$ cat config.mk
export PLATFORM = sky130hd
export DESIGN_NAME = hazard_unit
export DESIGN_NICKNAME = d
export VERILOG_FILES = /design/src/rtl/hazard_unit_pkg.sv /design/src/rtl/hazard_unit_mem_wait_fsm.sv /design/src/rtl/hazard_unit.sv
export SDC_FILE = /design/constraint.sdc
export NUM_CORES = 1
export LEC_CHECK = 0
export CORE_MARGIN = 5
export CORE_UTILIZATION = 43
export DETAILED_ROUTE_END_ITERATION = 16
export PLACE_DENSITY = 0.77
export SLEW_MARGIN = 20
export SYNTH_ARGS = -nofsm -noshare
export SYNTH_HDL_FRONTEND = slang
export SYNTH_SLANG_ARGS = --single-unit
$ cat constraint.sdc
create_clock -name clk -period 3.2 [get_ports clk]
set_input_delay 0.96 -clock clk [delete_from_list [all_inputs] [get_ports clk]]
set_output_delay 0.96 -clock clk [all_outputs]
set_load 0.02 [all_outputs]
$ cat src/rtl/hazard_unit_pkg.sv
// hazard_unit_pkg
//   Shared constants and types for the hazard unit of the 5-stage MIPS pipeline:
//   forwarding select codes, the data-memory wait FSM state encoding, the
//   register-0 specifier and a helper that picks an E-stage forwarding source.
package hazard_unit_pkg;

    // E-stage forwarding mux selects
    localparam logic [1:0] FWD_RF = 2'b00;  // register file value
    localparam logic [1:0] FWD_W  = 2'b01;  // W-stage result
    localparam logic [1:0] FWD_M  = 2'b10;  // M-stage ALU result

    // $zero is hardwired, so a match on it must never forward
    localparam logic [4:0] REG_ZERO = 5'd0;

    typedef enum logic [1:0] {
        MS_IDLE = 2'd0,
        MS_WAIT = 2'd1,
        MS_ERR  = 2'd2
    } mem_state_t;

    // M beats W: the M-stage value is the younger write to the same register.
    function automatic logic [1:0] fwd_sel(
        input logic [4:0] src,
        input logic [4:0] wr_m,
        input logic       regwr_m,
        input logic [4:0] wr_w,
        input logic       regwr_w
    );
        if (src != REG_ZERO && src == wr_m && regwr_m)
            return FWD_M;
        else if (src != REG_ZERO && src == wr_w && regwr_w)
            return FWD_W;
        else
            return FWD_RF;
    endfunction

endpackage

$ cat src/rtl/hazard_unit_mem_wait_fsm.sv
// mem_wait_fsm
//   Data-memory wait handshake. A miss in IDLE stalls in the same cycle and
//   moves to WAIT; WAIT counts cycles until the memory signals ready or the
//   count reaches MEM_TIMEOUT, at which point the FSM parks in ERR (only a
//   reset leaves ERR) and raises a sticky error.
// Ports:
//   clk, rst     clock, synchronous active-high reset
//   i_req        M-stage load/store request
//   i_ready      memory completes the access this cycle
//   o_memstall   freeze the pipeline this cycle
//   o_mem_err    sticky timeout flag
module mem_wait_fsm #(
    parameter int MEM_TIMEOUT = 16,
    parameter int CNT_W       = 8
) (
    input  logic clk,
    input  logic rst,
    input  logic i_req,
    input  logic i_ready,
    output logic o_memstall,
    output logic o_mem_err
);
    import hazard_unit_pkg::*;

    localparam logic [CNT_W-1:0] TIMEOUT_C = CNT_W'(MEM_TIMEOUT);
    localparam logic [CNT_W-1:0] ONE_C     = CNT_W'(1);

    mem_state_t       r_state, w_state_nxt;
    logic [CNT_W-1:0] r_cnt, w_cnt_nxt;
    logic             r_mem_err, w_err_nxt;
    logic             w_memstall;

    always_ff @(posedge clk) begin
        if (rst) begin
            r_state   <= MS_IDLE;
            r_cnt     <= '0;
            r_mem_err <= 1'b0;
        end else begin
            r_state   <= w_state_nxt;
            r_cnt     <= w_cnt_nxt;
            r_mem_err <= w_err_nxt;
        end
    end

    // The cycle in which WAIT sees ready is the release cycle: the access
    // completes then, so the pipeline is allowed to advance in that cycle.
    always_comb begin
        w_state_nxt = r_state;
        w_cnt_nxt   = r_cnt;
        w_err_nxt   = r_mem_err;
        w_memstall  = 1'b0;
        case (r_state)
            MS_IDLE: begin
                if (i_req && !i_ready) begin
                    w_state_nxt = MS_WAIT;
                    w_cnt_nxt   = ONE_C;
                    w_memstall  = 1'b1;
                end
            end
            MS_WAIT: begin
                if (i_ready) begin
                    w_state_nxt = MS_IDLE;
                    w_cnt_nxt   = '0;
                end else begin
                    w_memstall = 1'b1;
                    if (r_cnt == TIMEOUT_C) begin
                        w_state_nxt = MS_ERR;
                        w_err_nxt   = 1'b1;
                    end else begin
                        w_cnt_nxt = r_cnt + ONE_C;
                    end
                end
            end
            MS_ERR: begin
                w_memstall = 1'b1;
            end
            default: begin
                w_state_nxt = MS_IDLE;
                w_cnt_nxt   = '0;
            end
        endcase
    end

    assign o_memstall = w_memstall;
    assign o_mem_err  = r_mem_err;

endmodule

$ cat src/rtl/hazard_unit.sv
// hazard_unit
//   Hazard detection and forwarding for the 5-stage MIPS pipeline, plus a
//   data-memory wait FSM that freezes the whole pipeline on a slow memory.
//   Optional feature macro: HAZARD_PERF_CNT_EN adds three 32-bit stall
//   counters (perf_lwstall, perf_brstall, perf_memstall).
// Ports:
//   clk, rst                       clock, synchronous active-high reset
//   rsD/rtD, rsE/rtE               source specifiers in D and E
//   writeregE/M/W                  destination specifier per stage
//   branchD, regwrite*, memtoreg*  stage control bits
//   dmem_reqM, dmem_readyM         data-memory handshake
//   stallF/D/E/M, flushE, flushW   pipeline register control
//   forwardAD/BD, forwardAE/BE     forwarding selects
//   mem_err                        sticky memory timeout flag
//   All outputs are forced to 0 while rst is high.
module hazard_unit #(
    parameter int MEM_TIMEOUT = 16,
    parameter int CNT_W       = 8
) (
    input  logic       clk,
    input  logic       rst,
    input  logic [4:0] rsD,
    input  logic [4:0] rtD,
    input  logic [4:0] rsE,
    input  logic [4:0] rtE,
    input  logic [4:0] writeregE,
    input  logic [4:0] writeregM,
    input  logic [4:0] writeregW,
    input  logic       branchD,
    input  logic       regwriteE,
    input  logic       memtoregE,
    input  logic       regwriteM,
    input  logic       memtoregM,
    input  logic       regwriteW,
    input  logic       dmem_reqM,
    input  logic       dmem_readyM,
    output logic       stallF,
    output logic       stallD,
    output logic       stallE,
    output logic       stallM,
    output logic       flushE,
    output logic       flushW,
    output logic       forwardAD,
    output logic       forwardBD,
    output logic [1:0] forwardAE,
    output logic [1:0] forwardBE,
    output logic       mem_err
`ifdef HAZARD_PERF_CNT_EN
    ,
    output logic [31:0] perf_lwstall,
    output logic [31:0] perf_brstall,
    output logic [31:0] perf_memstall
`endif
);
    import hazard_unit_pkg::*;

    logic w_memstall, w_mem_err;
    logic w_lwstall, w_brstall, w_hz;

    mem_wait_fsm #(
        .MEM_TIMEOUT(MEM_TIMEOUT),
        .CNT_W      (CNT_W)
    ) u_mem_wait_fsm (
        .clk       (clk),
        .rst       (rst),
        .i_req     (dmem_reqM),
        .i_ready   (dmem_readyM),
        .o_memstall(w_memstall),
        .o_mem_err (w_mem_err)
    );

    assign w_lwstall = memtoregE && ((rtE == rsD) || (rtE == rtD));
    // The branch compares in D, so it must wait for an E-stage ALU result or
    // an M-stage load; an M-stage ALU result is forwarded instead.
    assign w_brstall = branchD &&
        ((regwriteE && ((writeregE == rsD) || (writeregE == rtD))) ||
         (memtoregM && ((writeregM == rsD) || (writeregM == rtD))));
    assign w_hz = w_lwstall || w_brstall;

    always_comb begin
        stallF    = 1'b0;
        stallD    = 1'b0;
        stallE    = 1'b0;
        stallM    = 1'b0;
        flushE    = 1'b0;
        flushW    = 1'b0;
        forwardAD = 1'b0;
        forwardBD = 1'b0;
        forwardAE = FWD_RF;
        forwardBE = FWD_RF;
        mem_err   = 1'b0;
        if (!rst) begin
            forwardAE = fwd_sel(rsE, writeregM, regwriteM, writeregW, regwriteW);
            forwardBE = fwd_sel(rtE, writeregM, regwriteM, writeregW, regwriteW);
            forwardAD = (rsD != REG_ZERO) && (rsD == writeregM) && regwriteM;
            forwardBD = (rtD != REG_ZERO) && (rtD == writeregM) && regwriteM;
            mem_err   = w_mem_err;
            if (w_memstall) begin
                // D/E are frozen, so any hazard is simply re-evaluated after
                // release; W gets a bubble while M is held.
                stallF = 1'b1;
                stallD = 1'b1;
                stallE = 1'b1;
                stallM = 1'b1;
                flushW = 1'b1;
            end else begin
                stallF = w_hz;
                stallD = w_hz;
                flushE = w_hz;
            end
        end
    end

`ifdef HAZARD_PERF_CNT_EN
    logic [31:0] r_perf_lw, r_perf_br, r_perf_mem;

    always_ff @(posedge clk) begin
        if (rst) begin
            r_perf_lw  <= '0;
            r_perf_br  <= '0;
            r_perf_mem <= '0;
        end else begin
            if (w_lwstall && !w_memstall)
                r_perf_lw <= r_perf_lw + 32'd1;
            if (w_brstall && !w_memstall && !w_lwstall)
                r_perf_br <= r_perf_br + 32'd1;
            if (w_memstall)
                r_perf_mem <= r_perf_mem + 32'd1;
        end
    end

    assign perf_lwstall  = r_perf_lw;
    assign perf_brstall  = r_perf_br;
    assign perf_memstall = r_perf_mem;
`endif

endmodule
==> metrics.md, run 1 <==
| Metric | Value |
|---|---|
| Outcome | `finished, violations left` |
| Failing checks | `setup timing` |
| Dominant synthesized flop cell | `dfxtp_1` |
| Core ar. | `3053 µm²` |
| Max IR drop VDD | `0.09143 mV` |
| Tmin final | `3.307 ns` |
| Syn Area/Cell | `7.816 µm²` |
| CP peak stage delay | `0.53 ns` |
| Final setup fails | `2` |
| Leak pwr | `0.9654 nW` |
| Hold Slack | `0.4799 ns` |
| Place WS | `-0.9158 ns` |
| Tot Pwr | `0.4834 mW` |
| Crit path buf inv count | `6` |
| Mapped Cells | `174` |
| Final #Nets | `317` |
| Vias | `1585` |
| Share of layout cells above drive strength 1 | `44.24%` |
| Final ANT Viol Nets | `0` |
| Dpl cell area | `2193 µm²` |
| Core Util, Final | `77.34%` |
| Kind of critical path | `in2out` |
| CP endpoint kind | `output port` |
| Gp weighted congestion | `0.9041` |
| Final Hold Vio Count | `0` |
| Grt ovf | `0` |
| IO Port Bufs | `57` |
| Critical Path RT | `2.24 ns` |
| Initial antenna violation count | `0` |
| Dpl cells | `299` |
| Final std cells w/o fill | `313` |
| Site Rows | `20` |
| Top cells by count, synth | `xnor2_1, xor2_1, nor2_1` |
| CTS Buf Count | `3` |
| Most frequent cell on the critical path | `buf_4` |
| RSZ-0062 raised after global routing | `yes` |
| Most area-consuming cells after synthesis | `xnor2_1, dfxtp_1, xor2_1, nor2_1, nand3_1` |
| Initial DRC count | `78` |
| Register area share after synthesis | `16.19%` |
| Top cell type's share of synthesized area | `23.83%` |
| Vias in the first global route | `1627` |
| Worst slew pin tran | `0.6122 ns` |
| Post-DP HPWL | `3717 µm` |
| Achievable frequency | `302.4 MHz` |
| Setup TNS | `-0.1339 ns` |
| H-tree level count | `1` |
| Async SR Flop Fraction | `0%` |
| Root buffer cell | `clkbuf_4` |
| Vias per cell | `5.064` |
| Die Area | `4388 µm²` |
| Layout area overhead | `73.60%` |
| Ys Warns | `0` |
| Max Transition Viols Final | `0` |
| Clock Sinks | `11` |
| I/O pin total | `58` |
| Synth cell types | `37` |
| Routed wire length per instance | `15.58 µm` |
| Startpoint Class | `input port` |
| Biggest area consumer among synthesized cells | `xnor2_1` |
| Setup WS post-layout | `-0.1069 ns` |
| Fin area | `2361 µm²` |
| Die Wd | `66.24 µm` |
| Number of flops mapped to enable cells by yosys | `0` |
| Remaining DRCs | `0` |
| Net Count, Synth | `221` |
| CP arrival | `2.35 ns` |
| First-pass GRT wire length | `7458 µm` |
| Slew margin rel. | `59.01%` |
| Longest Clk Path Bufs | `2` |
| CTS tree | `yes` |
| Worst path slowest cell | `or4_4` |
| Synth Register Bits | `11` |
| Largest delay share family, worst path | `simple AND/OR/NAND/NOR gates` |
| Final Cycle Share | `103.3%` |
| Gr usage total | `21.89%` |
| Final wirelength | `4876 µm` |
| Worst-case clock skew | `0.004613 ns` |
| DRT Pass-1 Iters | `5` |
| Die H | `66.24 µm` |
| Top-count cell post-synth | `xnor2_1` |
| Initial Util | `44.55%` |
| Worst hold-check path type | `reg2reg` |
| Reg clk slew, reported paths | `0.07 ns` |
| Max cap viols | `0` |
| Synthesized cell area | `1360 µm²` |
| Power per cell area | `204.8 nW/µm²` |
| Largest net degree at the start of global routing | `9` |
| ANT cells | `0` |
| Peak fanout along the critical path | `2` |
| CP Cell Sequence | `buf_6, or4_4, nor2_4, buf_6, buf_4, buf_4, buf_4, nor4_4, buf_4` |
| Skew-Pair Late Insertion Delay | `0.27 ns` |
[worst reg2reg max path, stage by stage (launching register included)]
cell and delay [ns]:
dfxtp_1 0.37, inv_1 0.08, ha_1 0.13, nor4b_1 0.39, and4_4 0.40, nor3_1 0.09, xnor2_1 0.14, nor2_1 0.05
[sequential cells by signal (all words and copies together), names as in the netlist]
signal,cells
u_mem_wait_fsm.r_cnt,8
u_mem_wait_fsm.r_state,2
u_mem_wait_fsm.o_mem_err,1
[report_power, final]
group          switching [mW]  internal, mW  total, mW
logic                   0.117         0.128      0.245
clock network          0.0486        0.0484     0.0970
registers             0.00317         0.139      0.142
total                   0.169         0.315      0.483
[metal layers]
| metal | GRT usage (%) | up-vias | routed length, µm |
|---|---|---|---|
| li1 | - | 784 | - |
| met1 | 26.80 | 738 | 2103 |
| met2 | 39.53 | 49 | 2484 |
| met5 | 0 | - | 0 |
| met4 | 4.061 | 0 | 98 |
| met3 | 4.082 | 14 | 189 |
[cells in the final DEF (no fill, tap or decap), drive strengths merged, types with 6 or more instances in the layout]
cell type,instances
buf,79
xnor2,37
xor2,18
nor2,15
dfxtp,11
nand2,10
clkdlybuf4s50,10
nand3,8
o21ai,8
a21oi,7
nor3,7
inv,6
nand4,6
clkbuf,6
[logic make-up after synthesis]
group,count (synthesis),share of synthesized area [%]
adder cells (fa/ha/maj),2,1.840
AO/OA/AOI/OAI,21,9.383
flip-flops,11,16.19
XOR/XNOR,55,35.42
buffers and inverters,16,6.715
AND/OR/NAND/NOR,69,30.45
[area by class of cell]
cell class,instances,area [µm²]
Clock buffer,4,26.28
Tap cell,44,55.05
Fill cell,232,691.9
Multi-Input combinational cell,147,1249
Sequential cell,11,220.2
Inverter,6,22.52
Timing Repair Buffer,101,788.3
[worst paths after layout]
kind | start | to | slack (ns) | cells past startpoint
max | rtE[2] | forwardBE[0] | -0.11 | 9
min | u_mem_wait_fsm.o_mem_err | u_mem_wait_fsm.o_mem_err | 0.48 | 2
max reg2reg | u_mem_wait_fsm.r_cnt[0] | u_mem_wait_fsm.r_cnt[4] | 1.41 | 7
min reg2reg | u_mem_wait_fsm.o_mem_err | u_mem_wait_fsm.o_mem_err | 0.48 | 2
[timing repair]
action,4_1_cts,5_1_grt
pin swaps,17,30
gates resized for setup,171,44
setup endpoints to repair,13,11
cloned,0,0
hold buffers,0,0
buffers inserted,5,7
(Power assumes the default switching activity.)
==> run 2, diff against run 1 <==
- CTS_BUF_LIST: default -> sky130_fd_sc_hd__clkbuf_4 sky130_fd_sc_hd__clkbuf_8 sky130_fd_sc_hd__clkbuf_16
==> run 2 against run 1 <==
  * The run still ends with setup timing left
  * Critical endpoint unchanged
  * Largest power group unchanged
  * Flip-flop and latch count did not move
  * Largest cell class unchanged
  * Hold slack improved by 0.00093 ns
  * Design area rose by 0.16%
  * Worst setup slack improved by 0.0012 ns
  * Non-clock buffer count did not move
  * Global-route usage did not move
==> metrics.md, run 2 (synthesized netlist as in run 1, its figures left out) <==
| Metric | Value |
|---|---|
| Outcome | `finished, violations left` |
| Failing checks | `setup timing` |
| Largest net degree at the start of global routing | `9` |
| Core Util, Final | `77.46%` |
| Max cap viols | `0` |
| Routed wire length per instance | `15.52 µm` |
| DRT Pass-1 Iters | `4` |
| Leak pwr | `0.9688 nW` |
| Skew-Pair Late Insertion Delay | `0.28 ns` |
| Worst Hold Path Cells | `2` |
| ANT cells | `0` |
| Remaining DRCs | `0` |
| IO Port Bufs | `57` |
| Dpl cells | `299` |
| Initial antenna violation count | `0` |
| Die H | `66.24 µm` |
| RSZ-0062 raised after global routing | `yes` |
| Tot Pwr | `0.4918 mW` |
| Dpl cell area | `2193 µm²` |
| Gp weighted congestion | `0.9041` |
| Final setup fails | `2` |
| Most frequent cell on the critical path | `buf_4` |
| Tmin final | `3.306 ns` |
| CP arrival | `2.35 ns` |
| Worst slew pin tran | `0.5973 ns` |
| Final #Nets | `317` |
| I/O pin total | `58` |
| Crit path buf inv count | `6` |
| Worst-case clock skew | `0.005741 ns` |
| Kind of critical path | `in2out` |
| Grt ovf | `0` |
| Final std cells w/o fill | `313` |
| Area occupied by multi-input gates | `1249 µm²` |
| Biggest register | `u_mem_wait_fsm.r_cnt` |
| Commonest non-fill, non-tap cell in the layout | `buf_4` |
| Worst path slowest cell | `or4_4` |
| Die Wd | `66.24 µm` |
| Final Hold Vio Count | `0` |
| H-tree level count | `1` |
| Flop2flop setup slack | `1.41 ns` |
| Vias in the first global route | `1627` |
| Most frequent cells in the layout | `buf_4, xnor2_1, buf_2` |
| Hold Buf Count CTS | `0` |
| Core ar. | `3053 µm²` |
| Layout area overhead | `73.87%` |
| Hold Slack | `0.4808 ns` |
| Final Cycle Share | `103.3%` |
| Final ANT Viol Nets | `0` |
| Largest delay share family, worst path | `simple AND/OR/NAND/NOR gates` |
| CP Cell Sequence | `buf_6, or4_4, nor2_4, buf_6, buf_4, buf_4, buf_4, nor4_4, buf_4` |
| Place WS | `-0.9158 ns` |
| CP endpoint kind | `output port` |
| Post-DP HPWL | `3717 µm` |
| CTS tree | `yes` |
| Fin area | `2365 µm²` |
| Peak fanout along the critical path | `2` |
| Worst R2R Path Depth | `7` |
| Initial DRC count | `70` |
| CTS Buf Count | `3` |
| Setup TNS | `-0.1270 ns` |
| Hold worst-path end | `u_mem_wait_fsm.o_mem_err` |
| Reg clk slew, reported paths | `0.07 ns` |
| Worst hold-check path type | `reg2reg` |
| FF+latch area | `220.2 µm²` |
| Slew margin rel. | `60.01%` |
| Longest Clk Path Bufs | `2` |
| Max Transition Viols Final | `0` |
| First-pass GRT wire length | `7458 µm` |
| Clock Sinks | `11` |
| Critical Path RT | `2.24 ns` |
| Root buffer cell | `clkbuf_4` |
| Reg2reg end | `u_mem_wait_fsm.r_cnt[4]` |
| Vias per cell | `5.051` |
| Final wirelength | `4857 µm` |
| Min-delay src | `u_mem_wait_fsm.o_mem_err` |
| Achievable frequency | `302.5 MHz` |
| Power per cell area | `208.0 nW/µm²` |
| R2r startpoint | `u_mem_wait_fsm.r_cnt[0]` |
| Fillers | `231` |
| Gr usage total | `21.89%` |
| CP peak stage delay | `0.53 ns` |
| Vias | `1581` |
| Max FFs per register | `8` |
| Initial Util | `44.55%` |
| Share of layout cells above drive strength 1 | `44.61%` |
| Startpoint Class | `input port` |
| Die Area | `4388 µm²` |
| Site Rows | `20` |
| Setup WS post-layout | `-0.1057 ns` |
| Max IR drop VDD | `0.09219 mV` |
-- run 2: final cells by class --
| cell class | count | share of cell area [%] |
|---|---|---|
| well taps | 44 | 2.328 |
| multi-input cells | 147 | 52.80 |
| flip-flops and latches | 11 | 9.312 |
| clock buffers | 4 | 1.270 |
| inverters | 6 | 0.9524 |
| repair buffers | 101 | 33.33 |
-- run 2: worst max-delay path by stage --
stage                       from  cells after the start            to
finish                    rtE[2]                      9  forwardBE[0]
global route              rtE[2]                      9  forwardBE[0]
CTS                       rsE[3]                      7  forwardAE[0]
detailed placement  writeregM[0]                      7        stallD
global placement    writeregM[0]                      7        stallF
floorplan                 rtE[2]                      5  forwardBE[0]
-- run 2: metal layers --
metal,part of all wire (%),wire length (µm),GRT usage [%]
met4,1.7,82,4.061
met2,51,2481,39.53
met5,0,0,0
met3,4.6,225,4.082
met1,43,2068,26.80
-- run 2: timing repair --
item,CTS,global route
resized for setup,171,44
setup buffers,5,7
pin swaps,17,30
setup endpoints to repair,13,11
cloned,0,0
hold endpoints to repair,0,0
-- run 2: report_power, final --
part           internal [mW]  total [mW]  leakage, nW  switching [mW]
logic                  0.128       0.244        0.861           0.116
clock network         0.0569       0.106       0.0184          0.0489
registers              0.139       0.142       0.0890         0.00314
total                  0.323       0.492        0.969           0.168
-- run 2: worst reg2reg max path, cell delays in order, from the launching register on --
cell and delay [ns]:
dfxtp_1 0.37, inv_1 0.08, ha_1 0.13, nor4b_1 0.40, and4_4 0.40, nor3_1 0.09
xnor2_1 0.14, nor2_1 0.05
==> run 3, diff against run 2 <==
- CORE_UTILIZATION: 43 -> 39
- PLACE_DENSITY: 0.77 -> 0.74
- TNS_END_PERCENT: default -> 5
- clock period: 3.2 -> 2.8 ns (I/O delays scaled with it)
==> run 3 against run 2 <==
  * The run still ends with setup timing left
  * Sequential share of layout area grew 0.29 points
  * Die area is 8.7% higher
  * Register-to-register slack lost 0.28 ns
  * Global-route usage down 4.5 points
  * Hold slack lost 0.029 ns
  * Clock skew down 0.0048 ns
  * Routed wire length fell by 12%
  * Worst setup slack better by 0.0011 ns
  * Highest routed layer unchanged
==> metrics.md, run 3 (synthesized netlist as in run 1, its figures left out) <==
| Metric | Value |
|---|---|
| Outcome | `finished, violations left` |
| Failing checks | `setup timing` |
| Die Area | `4769 µm²` |
| CP arrival | `2.06 ns` |
| Power per cell area | `240.7 nW/µm²` |
| Vias per cell | `5.065` |
| Worst-case clock skew | `0.0009877 ns` |
| Min-delay src | `u_mem_wait_fsm.o_mem_err` |
| Final setup fails | `7` |
| Fillers | `314` |
| RSZ-0062 raised after global routing | `yes` |
| Site Rows | `21` |
| Critical Path RT | `1.96 ns` |
| Startpoint Class | `input port` |
| Hold worst-path end | `u_mem_wait_fsm.o_mem_err` |
| Final ANT Viol Nets | `0` |
| Gr usage total | `17.40%` |
| Hold Buf Count CTS | `0` |
| Initial Util | `40.44%` |
| CTS Buf Count | `3` |
| I/O pin total | `58` |
| Reg clk slew, reported paths | `0.07 ns` |
| Worst Hold Path Cells | `2` |
| Worst hold-check path type | `reg2reg` |
| ANT cells | `0` |
| Grt ovf | `0` |
| Core Util, Final | `68.15%` |
| Initial antenna violation count | `0` |
| Dpl cell area | `2205 µm²` |
| Flop2flop setup slack | `1.13 ns` |
| First-pass GRT wire length | `7141 µm` |
| Largest delay share family, worst path | `buffers and inverters` |
| Die Wd | `69.06 µm` |
| Clock Sinks | `11` |
| Skew-Pair Late Insertion Delay | `0.27 ns` |
| Biggest register | `u_mem_wait_fsm.r_cnt` |
| Remaining DRCs | `0` |
| Max Transition Viols Final | `0` |
| Root buffer cell | `clkbuf_4` |
| Longest Clk Path Bufs | `2` |
| H-tree level count | `1` |
| Share of layout cells above drive strength 1 | `42.37%` |
| Kind of critical path | `in2out` |
| Core ar. | `3363 µm²` |
| Worst path slowest cell | `dlygate4sd2_1` |
| Most frequent cells in the layout | `buf_4, xnor2_1, xor2_1` |
| Tot Pwr | `0.5517 mW` |
| Fin area | `2292 µm²` |
| Routed wire length per instance | `13.86 µm` |
| Final wirelength | `4270 µm` |
| FF+latch area | `220.2 µm²` |
| CP endpoint kind | `output port` |
| Layout area overhead | `68.54%` |
| Achievable frequency | `344.3 MHz` |
| Leak pwr | `0.9428 nW` |
| Crit path buf inv count | `3` |
| Die H | `69.06 µm` |
| Reg2reg end | `u_mem_wait_fsm.r_cnt[6]` |
| Post-DP HPWL | `3404 µm` |
| Hold Slack | `0.4520 ns` |
| Worst slew pin tran | `0.5836 ns` |
| Commonest non-fill, non-tap cell in the layout | `buf_4` |
| Vias in the first global route | `1623` |
| Max FFs per register | `8` |
| Peak fanout along the critical path | `4` |
| IO Port Bufs | `57` |
| Initial DRC count | `76` |
| Area occupied by multi-input gates | `1205 µm²` |
| Final Cycle Share | `103.7%` |
| Max cap viols | `0` |
| CP peak stage delay | `0.29 ns` |
| Gp weighted congestion | `0.8773` |
| CTS tree | `yes` |
| Vias | `1560` |
| Largest net degree at the start of global routing | `9` |
| R2r startpoint | `u_mem_wait_fsm.r_cnt[0]` |
| Worst R2R Path Depth | `7` |
| DRT Pass-1 Iters | `4` |
| Slew margin rel. | `60.92%` |
| Max IR drop VDD | `0.1037 mV` |
| Final Hold Vio Count | `0` |
| Tmin final | `2.905 ns` |
| CP Cell Sequence | `dlygate4sd2_1, buf_4, xor2_1, nor3_1, o211ai_1, nand3b_1, buf_6` |
| Final #Nets | `310` |
| Setup WS post-layout | `-0.1045 ns` |
-- run 3: routing by layer --
metal	share of wire [%]	GRT usage, %	wire length [µm]	up-vias
met1	41	21.14	1769	726
met3	6.9	2.762	293	11
met4	2.1	5.857	91	0
li1	-	-	-	768
met5	0	0	0	-
met2	50	30.83	2115	55
-- run 3: power by group --
group	switching, mW	leakage, nW	total [mW]	internal (mW)
Clock	0.0572	0.0184	0.122	0.0650
Sequential	0.00364	0.0890	0.162	0.158
Combinational	0.124	0.835	0.268	0.144
Total	0.185	0.943	0.552	0.367
-- run 3: what timing repair did --
action	in CTS	in global routing
endpoints found under the setup margin	13	13
buffers inserted	3	0
gates resized for setup	161	57
pin swaps	20	26
-- run 3: area by class of cell --
class	instances	area share, %
clock buffers	4	1.310
inverters	6	0.9825
multi-input cells	147	52.57
flip-flops and latches	11	9.607
well taps	46	2.511
repair buffers	94	33.02
-- run 3: worst max path at each step --
stage                 start            to  slack [ns]  cells past startpoint
2_1_floorplan        rtE[2]  forwardBE[0]        -0.1                      5
3_3_place_gp         rsE[1]  forwardAE[0]       -0.98                      6
3_5_place_dp   writeregM[4]        stallD       -0.98                      7
4_1_cts              rsD[2]        stallD       -0.19                      7
5_1_grt              rsD[1]        stallD       -0.19                      7
6_report             rtE[0]        stallD       -0.10                      7
-- run 3: per-stage QoR --
stage | setup TNS, ns | instances | worst slack, ns
floorplan | -0.2495 | 174 | -0.09842
detailed placement | -10.58 | 301 | -0.9844
CTS | -1.372 | 308 | -0.1911
global route | -1.274 | 308 | -0.1899
global placement | -10.45 | 301 | -0.9793
finish | -0.6253 | 308 | -0.1045
-- run 3: tightest hold or removal path: cells and delay by family (launching register included) --
kind | cells | cell delay, ns
AOI/OAI and AO/OA | 1 | 0.05
buffers and inverters | 1 | 0.06
DFF | 1 | 0.30
